**src/rtl/barrel_pkg.sv**
```systemverilog
// Shared definitions for the rotating barrel shifter: direction encoding and
// a bit-by-bit rotate reference used as a golden model outside the datapath.
package barrel_pkg;

  localparam logic DIR_LEFT  = 1'b0;
  localparam logic DIR_RIGHT = 1'b1;

  // Rotates the low 'width' bits of data; bits above width are returned as zero.
  function automatic logic [63:0] rot_ref(input logic [63:0]  data,
                                          input int unsigned  amt,
                                          input logic         dir,
                                          input int unsigned  width = 8);
    logic [63:0] res;
    int unsigned k;
    int unsigned src;
    res = 64'd0;
    k   = amt % width;
    for (int unsigned i = 0; i < width; i++) begin
      if (dir == DIR_LEFT) begin
        src = (i + width - k) % width;
      end else begin
        src = (i + k) % width;
      end
      res[6'(i)] = data[6'(src)];
    end
    return res;
  endfunction

endpackage

```
**src/rtl/barrel_rot_stage.sv**
```systemverilog
// One combinational stage of the rotator: rotates by a fixed STEP in the
// requested direction when enabled, otherwise passes the word through.
module barrel_rot_stage
  import barrel_pkg::*;
#(
  parameter int WIDTH = 8,
  parameter int STEP  = 1
) (
  input  logic [WIDTH-1:0] data_in,
  input  logic             en,
  input  logic             dir,
  output logic [WIDTH-1:0] data_out
);

  logic [WIDTH-1:0] rot_left_s;
  logic [WIDTH-1:0] rot_right_s;

  assign rot_left_s  = {data_in[WIDTH-STEP-1:0], data_in[WIDTH-1:WIDTH-STEP]};
  assign rot_right_s = {data_in[STEP-1:0], data_in[WIDTH-1:STEP]};

  // Select rotated or pass-through word for this stage
  always_comb begin
    data_out = data_in;
    case ({en, dir})
      {1'b1, DIR_LEFT}:  data_out = rot_left_s;
      {1'b1, DIR_RIGHT}: data_out = rot_right_s;
      default:           data_out = data_in;
    endcase
  end

endmodule

```
**src/rtl/barrel_shifter_op.sv**
```systemverilog
// Rotating barrel shifter: log2(WIDTH) power-of-two stages feeding a single
// output register, giving a one-cycle-latency rotate with a valid flag.
module barrel_shifter_op
  import barrel_pkg::*;
#(
  parameter  int WIDTH = 8,
  localparam int SHW   = $clog2(WIDTH)
) (
  input  logic             clk,
  input  logic             rst,
  input  logic [WIDTH-1:0] in1,
  input  logic [SHW-1:0]   shift,
  input  logic             LR,
  input  logic             in_valid,
  output logic [WIDTH-1:0] data_out,
  output logic             out_valid
);

  logic [WIDTH-1:0] stage_data_s [SHW+1];
  logic [WIDTH-1:0] data_out_d;
  logic [WIDTH-1:0] data_out_q;
  logic             out_valid_d;
  logic             out_valid_q;

  assign stage_data_s[0] = in1;

  // Stage s contributes a rotate by 2^s when shift[s] is set
  for (genvar s = 0; s < SHW; s++) begin : g_stage
    barrel_rot_stage #(
      .WIDTH (WIDTH),
      .STEP  (32'd1 << s)
    ) u_stage (
      .data_in  (stage_data_s[s]),
      .en       (shift[s]),
      .dir      (LR),
      .data_out (stage_data_s[s+1])
    );
  end

  // Capture a new result on accept, otherwise hold data and drop valid
  always_comb begin
    data_out_d  = data_out_q;
    out_valid_d = 1'b0;
    if (in_valid) begin
      data_out_d  = stage_data_s[SHW];
      out_valid_d = 1'b1;
    end else begin
      data_out_d  = data_out_q;
      out_valid_d = 1'b0;
    end
  end

  // Output and valid registers with synchronous reset
  always_ff @(posedge clk) begin
    if (rst) begin
      data_out_q  <= {WIDTH{1'b0}};
      out_valid_q <= 1'b0;
    end else begin
      data_out_q  <= data_out_d;
      out_valid_q <= out_valid_d;
    end
  end

  assign data_out  = data_out_q;
  assign out_valid = out_valid_q;

endmodule

```
**config.mk**
```make
export PLATFORM = sky130hd
export DESIGN_NAME = barrel_shifter_op
export DESIGN_NICKNAME = d
export VERILOG_FILES = /design/src/rtl/barrel_pkg.sv /design/src/rtl/barrel_rot_stage.sv /design/src/rtl/barrel_shifter_op.sv
export SDC_FILE = /design/constraint.sdc
export NUM_CORES = 1
export LEC_CHECK = 0
export CORE_MARGIN = 2
export CORE_UTILIZATION = 49
export CTS_CLUSTER_DIAMETER = 30
export DETAILED_ROUTE_END_ITERATION = 8
export GPL_ROUTABILITY_DRIVEN = 0
export PLACE_DENSITY = 0.81
export SYNTH_ARGS = -nofsm -noshare
export SYNTH_HDL_FRONTEND = slang
export SYNTH_SLANG_ARGS = --single-unit
```
**constraint.sdc**
```tcl
create_clock -name clk -period 1.9 [get_ports clk]
set_input_delay 0.57 -clock clk [delete_from_list [all_inputs] [get_ports clk]]
set_output_delay 0.57 -clock clk [all_outputs]
set_load 0.01 [all_outputs]
```
==> results of run 1 <==
-- stage by stage --
stage / util [%] / worst slack (ps)
after floorplan: - / 222
after global placement: 70.7 / -291
after detailed placement: 70.7 / -370
after CTS: 72.1 / 3.08
after global routing: 73.2 / 20.4
final: 73.2 / 57.3
-- worst paths after layout --
path,from,endpoint,slack [ps],cells after the start
hold / removal,data_out[6]$_SDFFE_PP0P_,data_out[6]$_SDFFE_PP0P_,480,2
setup / recovery,in1[5],data_out[2]$_SDFFE_PP0P_,60,5
hold reg to reg,data_out[6]$_SDFFE_PP0P_,data_out[6]$_SDFFE_PP0P_,480,2
setup reg to reg,data_out[5]$_SDFFE_PP0P_,data_out[5]$_SDFFE_PP0P_,1150,2
-- sequential cells by signal, indices dropped and copies added, names as in the netlist --
| name | count |
|---|---|
| data_out | 8 |
| out_valid | 1 |
-- layout make-up --
cell class / count / area, um^2
Multi-Input combinational cell: 105 / 746
Fill cell: 167 / 527
Timing Repair Buffer: 49 / 442
Sequential cell: 9 / 180
Tap cell: 27 / 33.8
Clock buffer: 4 / 26.3
Inverter: 2 / 7.51
-- where the power goes --
part | internal (mW) | switching, mW
combinational | 0.156 | 0.157
clock | 0.0813 | 0.0754
sequential | 0.205 | 0.00805
total | 0.442 | 0.240
-- tightest hold or removal path: stages, from the launching register on --
cell and delay, ps:
dfxtp_1 310, nor2_1 80, nor4_1 50
-- cells in the final DEF (no fill, tap or decap), drive strengths merged, types with 3 or more instances in the layout --
cell type      synthesis  final
buf                   10     26
mux2i                 22     22
clkdlybuf4s50          0     20
a211oi                17     17
nor2                  16     16
o22ai                 14     14
dfxtp                  9      9
nor4                   9      9
nor3                   6      6
a21oi                  5      5
nand2b                 4      4
clkbuf                 6      4
nand2                  3      3
-- metal layers --
metal	global-route usage [%]	up-vias
met3	6.97	12
met1	32.9	583
met4	11.1	0
met5	0	-
met2	44.0	64
li1	-	581
-- kinds of logic (layout without fill, tap and decap cells) --
| logic type | after synthesis | count (layout) | synth area share (%) |
|---|---|---|---|
| AOI/OAI and AO/OA | 39 | 39 | 27.0 |
| buffers and inverters | 18 | 55 | 11.0 |
| DFF | 9 | 9 | 17.7 |
| muxes | 22 | 22 | 21.6 |
| and+or+nand+nor | 44 | 44 | 22.7 |
==> flow_results.xml, run 1 <==
<?xml version="1.0" encoding="UTF-8"?>
<metrics>
  <group name="logic_synthesis">
    <metric name="synth.top_cells.by_area" unit="">mux2i_1, dfxtp_1, a211oi_1</metric>
    <metric name="synthesis.area_per_instance" unit="um^2">7.73</metric>
    <metric name="synth_ff_type" unit="">dfxtp_1</metric>
    <metric name="yosysMostFrequentCell" unit="">mux2i_1</metric>
    <metric name="synthesis.area" unit="um^2">1020</metric>
    <metric name="post_synth_num_cell_types" unit="">26</metric>
    <metric name="netlist.area_leader.share" unit="%">21.6</metric>
    <metric name="yosys_warnings" unit="">0</metric>
    <metric name="synth_nets" unit="">147</metric>
    <metric name="async_reset_ff_share" unit="%">0</metric>
    <metric name="synth_common_cells" unit="">mux2i_1, nor2_1, a211oi_1</metric>
    <metric name="synth_sequential_area_ratio" unit="%">17.7</metric>
    <metric name="synth_cells" unit="">132</metric>
    <metric name="ys_ff_latch" unit="">9</metric>
    <metric name="yosys.area.top_type" unit="">mux2i_1</metric>
    <metric name="number_of_enable_flip_flop_cells_after_synthesis" unit="">0</metric>
  </group>
  <group name="worst_hold_path">
    <metric name="holdCritPathClass" unit="">flop to flop</metric>
  </group>
  <group name="route">
    <metric name="wl_per_cell" unit="um">16.7</metric>
    <metric name="drt_first_iter_violations" unit="">54</metric>
    <metric name="drcViolationCount" unit="">0</metric>
    <metric name="met2WireLength" unit="um">1570</metric>
    <metric name="antenna_left" unit="">0</metric>
    <metric name="drt-met1-wl" unit="um">1390</metric>
    <metric name="via_per_inst" unit="">6.33</metric>
    <metric name="dr.pass1.iters" unit="">4</metric>
    <metric name="route.top_layer_used" unit="">met4</metric>
    <metric name="routed_wl" unit="um">3270</metric>
    <metric name="dr_wl_met3" unit="um">242</metric>
    <metric name="dr_total_vias" unit="">1240</metric>
  </group>
  <group name="setup_path">
    <metric name="worst_ep_required_time" unit="ps">2070</metric>
    <metric name="endpoint_kind" unit="">flop</metric>
    <metric name="cp_num_buf_inv" unit="">1</metric>
    <metric name="critical_path_arrival" unit="ps">2020</metric>
    <metric name="worst_path_dominant_cell_family" unit="">buffers and inverters</metric>
    <metric name="start_kind" unit="">input pin</metric>
    <metric name="cp_common_cell" unit="">a211oi_1</metric>
    <metric name="critPathMaxStageDelay" unit="ps">650</metric>
    <metric name="worst-setup-path-type" unit="">input pin to flop</metric>
    <metric name="critical-path-slowest-cell" unit="">clkdlybuf4s50_1</metric>
    <metric name="crit_chain" unit="">clkdlybuf4s50_1 &gt; mux2i_1 &gt; a211oi_1 &gt; a211oi_1 &gt; nor4_1</metric>
    <metric name="critical_path.max_fanout" unit="">7</metric>
  </group>
  <group name="cts">
    <metric name="cts_sinks" unit="">9</metric>
    <metric name="htree_num_levels" unit="">1</metric>
    <metric name="clock_path_buffers" unit="">2</metric>
    <metric name="post_cts_resized" unit="">3</metric>
    <metric name="numCtsBuffers" unit="">3</metric>
    <metric name="cts_root_buffer" unit="">clkbuf_4</metric>
    <metric name="post_cts_setup_buffers" unit="">0</metric>
    <metric name="clkSlewWorstSetupHoldPaths" unit="ps">70</metric>
    <metric name="hold_fix_buffers_cts" unit="">0</metric>
    <metric name="clock_latency" unit="ps">270</metric>
    <metric name="cts_tree" unit="">yes</metric>
  </group>
  <group name="floorplan">
    <metric name="rows" unit="">16</metric>
    <metric name="chipWidth" unit="um">49.6</metric>
    <metric name="die_h" unit="um">49.6</metric>
    <metric name="top_level_ports" unit="">24</metric>
    <metric name="floorplan.die_area" unit="um^2">2460</metric>
    <metric name="start_util" unit="%">52.0</metric>
    <metric name="core_region_area" unit="um^2">1960</metric>
  </group>
  <group name="sta">
    <metric name="final_period_minus_worst_setup_slack" unit="ps">1840</metric>
    <metric name="tns" unit="ps">0</metric>
    <metric name="worst_hold_slack" unit="ps">484</metric>
    <metric name="maxClockFrequency" unit="MHz">543</metric>
    <metric name="fin_skew" unit="ps">0</metric>
    <metric name="tightestPinTransition" unit="ps">395</metric>
    <metric name="maxSlewHeadroom" unit="%">73.6</metric>
    <metric name="rsz0062_at_grt" unit="">no</metric>
    <metric name="report.final.slew_viol_count" unit="">0</metric>
    <metric name="timing.final.crit_share" unit="%">97.0</metric>
    <metric name="report.final.hold_viol_count" unit="">0</metric>
    <metric name="final-setup-viol-count" unit="">0</metric>
  </group>
  <group name="power_and_ir_drop">
    <metric name="report.power.total" unit="mW">0.682</metric>
    <metric name="leakage" unit="nW">0.598</metric>
    <metric name="irDropWorstVdd" unit="V">0.000405</metric>
    <metric name="power.density_cell_area" unit="nW/um^2">475</metric>
  </group>
  <group name="placement">
    <metric name="detailed_place_hpwl" unit="um">2490</metric>
    <metric name="dpl-instance-area" unit="um^2">1390</metric>
    <metric name="post-place-cells" unit="">192</metric>
    <metric name="port_buffers" unit="">23</metric>
  </group>
  <group name="layout">
    <metric name="finalNetCount" unit="">185</metric>
    <metric name="final_layout_size_suffix_gt1_share" unit="%">21.3</metric>
    <metric name="final_cell_area" unit="um^2">1440</metric>
    <metric name="area_growth_from_synthesis_to_final_layout" unit="%">40.7</metric>
    <metric name="final_cells" unit="">196</metric>
    <metric name="num_antenna_cells" unit="">0</metric>
  </group>
  <group name="global_route">
    <metric name="grt_first_pass_wirelength" unit="um">5140</metric>
    <metric name="total_overflow_reported_by_the_global_router" unit="">0</metric>
    <metric name="grt_pass1_vias" unit="">1142</metric>
    <metric name="grt_antenna_before_repair" unit="">0</metric>
    <metric name="maximum_number_of_pins_on_one_net_before_global_route_repair" unit="">21</metric>
    <metric name="gr-usage-all-layers" unit="%">26.8</metric>
  </group>
  <group name="flow_run">
    <metric name="cap_violations" unit="">0</metric>
  </group>
  <group name="outcome">
    <metric name="status" unit="">completed</metric>
  </group>
</metrics>
(Power assumes the default switching activity.)
==> run 2, diff against run 1 <==
--- a/config.mk
+++ b/config.mk
@@ -6,11 +6,11 @@
 export NUM_CORES = 1
 export LEC_CHECK = 0
 export CORE_MARGIN = 2
-export CORE_UTILIZATION = 49
+export CORE_UTILIZATION = 51
 export CTS_CLUSTER_DIAMETER = 30
 export DETAILED_ROUTE_END_ITERATION = 8
 export GPL_ROUTABILITY_DRIVEN = 0
-export PLACE_DENSITY = 0.81
+export PLACE_DENSITY = 0.83
 export SYNTH_ARGS = -nofsm -noshare
 export SYNTH_HDL_FRONTEND = slang
 export SYNTH_SLANG_ARGS = --single-unit
==> constraint.sdc (replaced) <==
create_clock -name clk -period 2.3 [get_ports clk]
set_input_delay 0.69 -clock clk [delete_from_list [all_inputs] [get_ports clk]]
set_output_delay 0.69 -clock clk [all_outputs]
set_load 0.01 [all_outputs]
==> flow_results.xml, run 2 (same netlist as run 1, synthesis figures left out) <==
<?xml version="1.0" encoding="UTF-8"?>
<metrics>
  <group name="sta">
    <metric name="timing.final.crit_share" unit="%">91.9</metric>
    <metric name="fin_skew" unit="ps">0</metric>
    <metric name="report.final.hold_viol_count" unit="">0</metric>
    <metric name="tightestPinTransition" unit="ps">385</metric>
    <metric name="maxSlewHeadroom" unit="%">74.2</metric>
    <metric name="worst_hold_slack" unit="ps">483</metric>
    <metric name="final_period_minus_worst_setup_slack" unit="ps">2110</metric>
    <metric name="report.final.slew_viol_count" unit="">0</metric>
    <metric name="final-setup-viol-count" unit="">0</metric>
    <metric name="maxClockFrequency" unit="MHz">473</metric>
    <metric name="rsz0062_at_grt" unit="">no</metric>
  </group>
  <group name="floorplan">
    <metric name="floorplan.die_area" unit="um^2">2370</metric>
    <metric name="top_level_ports" unit="">24</metric>
    <metric name="chipWidth" unit="um">48.7</metric>
    <metric name="die_h" unit="um">48.7</metric>
    <metric name="rows" unit="">16</metric>
    <metric name="start_util" unit="%">53.1</metric>
    <metric name="core_region_area" unit="um^2">1920</metric>
  </group>
  <group name="cts">
    <metric name="cts_sinks" unit="">9</metric>
    <metric name="clock_latency" unit="ps">270</metric>
    <metric name="hold_fix_buffers_cts" unit="">0</metric>
    <metric name="cts_root_buffer" unit="">clkbuf_4</metric>
    <metric name="cts_tree" unit="">yes</metric>
    <metric name="numCtsBuffers" unit="">3</metric>
    <metric name="htree_num_levels" unit="">1</metric>
    <metric name="post_cts_setup_buffers" unit="">0</metric>
    <metric name="clock_path_buffers" unit="">2</metric>
    <metric name="clkSlewWorstSetupHoldPaths" unit="ps">60</metric>
  </group>
  <group name="setup_path">
    <metric name="critPathMaxStageDelay" unit="ps">580</metric>
    <metric name="start_kind" unit="">input pin</metric>
    <metric name="worst_path_dominant_cell_family" unit="">buffers and inverters</metric>
    <metric name="worst_ep_required_time" unit="ps">2470</metric>
    <metric name="cp_num_buf_inv" unit="">2</metric>
    <metric name="critical-path-slowest-cell" unit="">clkdlybuf4s50_1</metric>
    <metric name="cp_common_cell" unit="">a211oi_1</metric>
    <metric name="endpoint_kind" unit="">flop</metric>
    <metric name="crit_chain" unit="">clkdlybuf4s50_1 &gt; buf_6 &gt; mux2i_1 &gt; a211oi_1 &gt; a211oi_1 &gt; nor4_1</metric>
    <metric name="critical_path.max_fanout" unit="">10</metric>
    <metric name="critical_path_arrival" unit="ps">2280</metric>
    <metric name="worst-setup-path-type" unit="">input pin to flop</metric>
  </group>
  <group name="placement">
    <metric name="post-place-cells" unit="">174</metric>
    <metric name="detailed_place_hpwl" unit="um">2060</metric>
    <metric name="port_buffers" unit="">23</metric>
  </group>
  <group name="worst_hold_path">
    <metric name="holdCritPathClass" unit="">flop to flop</metric>
  </group>
  <group name="global_route">
    <metric name="total_overflow_reported_by_the_global_router" unit="">0</metric>
    <metric name="grt_antenna_before_repair" unit="">0</metric>
    <metric name="maximum_number_of_pins_on_one_net_before_global_route_repair" unit="">32</metric>
    <metric name="grt_pass1_vias" unit="">1072</metric>
    <metric name="gr-usage-all-layers" unit="%">26.4</metric>
    <metric name="grt_first_pass_wirelength" unit="um">4930</metric>
  </group>
  <group name="layout">
    <metric name="n_fill_cell" unit="">165</metric>
    <metric name="most_frequent_cells_in_the_layout" unit="">mux2i_1, clkdlybuf4s50_1, nor2_1, a211oi_1, o22ai_1</metric>
    <metric name="final_cells" unit="">178</metric>
    <metric name="final_layout_size_suffix_gt1_share" unit="%">9.93</metric>
    <metric name="num_antenna_cells" unit="">0</metric>
    <metric name="finalNetCount" unit="">167</metric>
    <metric name="area_growth_from_synthesis_to_final_layout" unit="%">25.9</metric>
    <metric name="largest_reg_flops" unit="">8</metric>
  </group>
  <group name="power_and_ir_drop">
    <metric name="irDropWorstVdd" unit="V">0.000356</metric>
    <metric name="power.density_cell_area" unit="nW/um^2">410</metric>
    <metric name="leakage" unit="nW">0.502</metric>
  </group>
  <group name="outcome">
    <metric name="status" unit="">completed</metric>
  </group>
  <group name="flow_run">
    <metric name="cap_violations" unit="">0</metric>
  </group>
  <group name="route">
    <metric name="drt_first_iter_violations" unit="">40</metric>
    <metric name="antenna_left" unit="">0</metric>
    <metric name="dr_total_vias" unit="">1148</metric>
    <metric name="via_per_inst" unit="">6.45</metric>
    <metric name="dr.pass1.iters" unit="">4</metric>
    <metric name="drcViolationCount" unit="">0</metric>
    <metric name="wl_per_cell" unit="um">16.3</metric>
    <metric name="routed_wl" unit="um">2910</metric>
  </group>
</metrics>
-- run 2: cell count changes in the layout (fill, tap and decap cells not counted), sizes merged --
| cell | previous run | this run |
|---|---|---|
| clkdlybuf4s50 | 20 | 22 |
| dlygate4sd2 | 2 | 0 |
| buf | 26 | 8 |
-- run 2: routing by layer --
layer / vias up / routed length [um] / global-route usage [%]
met5: - / 0 / 0
met4: 0 / 68 / 9.05
li1: 551 / - / -
met1: 533 / 1190 / 30.9
met2: 56 / 1470 / 47.7
met3: 8 / 180 / 4.94
-- run 2: final timing paths --
check / startpoint / endpoint / slack [ps] / cells past startpoint
setup / recovery: LR / data_out[1]$_SDFFE_PP0P_ / 190 / 6
setup reg to reg: data_out[1]$_SDFFE_PP0P_ / data_out[1]$_SDFFE_PP0P_ / 1580 / 2
hold / removal: data_out[2]$_SDFFE_PP0P_ / data_out[2]$_SDFFE_PP0P_ / 480 / 2
hold reg to reg: data_out[2]$_SDFFE_PP0P_ / data_out[2]$_SDFFE_PP0P_ / 480 / 2
-- run 2: final cells by class --
cell class / instances / area (um^2) / area share, %
well taps: 27 / 33.8 / 2.63
flip-flops and latches: 9 / 180 / 14.0
repair buffers: 31 / 309 / 24.1
inverters: 2 / 7.51 / 0.585
clock buffers: 4 / 26.3 / 2.05
multi-input cells: 105 / 727 / 56.6
-- run 2: metrics by stage --
| step | area (um^2) | worst slack, ps | TNS, ps | util [%] | power, mW |
|---|---|---|---|---|---|
| after floorplan | 1020 | 502 | 0 | - | 0.320 |
| after global placement | 1250 | 29.7 | 0 | 65.1 | 0.392 |
| after detailed placement | 1250 | -51.1 | -168 | 65.1 | 0.401 |
| after CTS | 1280 | 177 | 0 | 66.5 | 0.524 |
| after global routing | 1280 | 12.1 | 0 | 66.8 | 0.560 |
| final | 1280 | 187 | 0 | 66.8 | 0.527 |
-- run 2: report_power, final --
group	internal (mW)	total (mW)	switching (mW)
clock network	0.0670	0.124	0.0571
registers	0.169	0.175	0.00609
logic	0.109	0.227	0.118
total	0.345	0.527	0.182
-- run 2: what timing repair did --
item | CTS | global route
gates resized for setup | 0 | 2
endpoints found under the hold margin | 0 | 0
setup endpoints to repair | 0 | 1
-- run 2: worst reg2reg max path, delay by kind of cell, from the launching register on --
kind,cells,cell delay [ps]
flops,1,330
simple gates,2,290
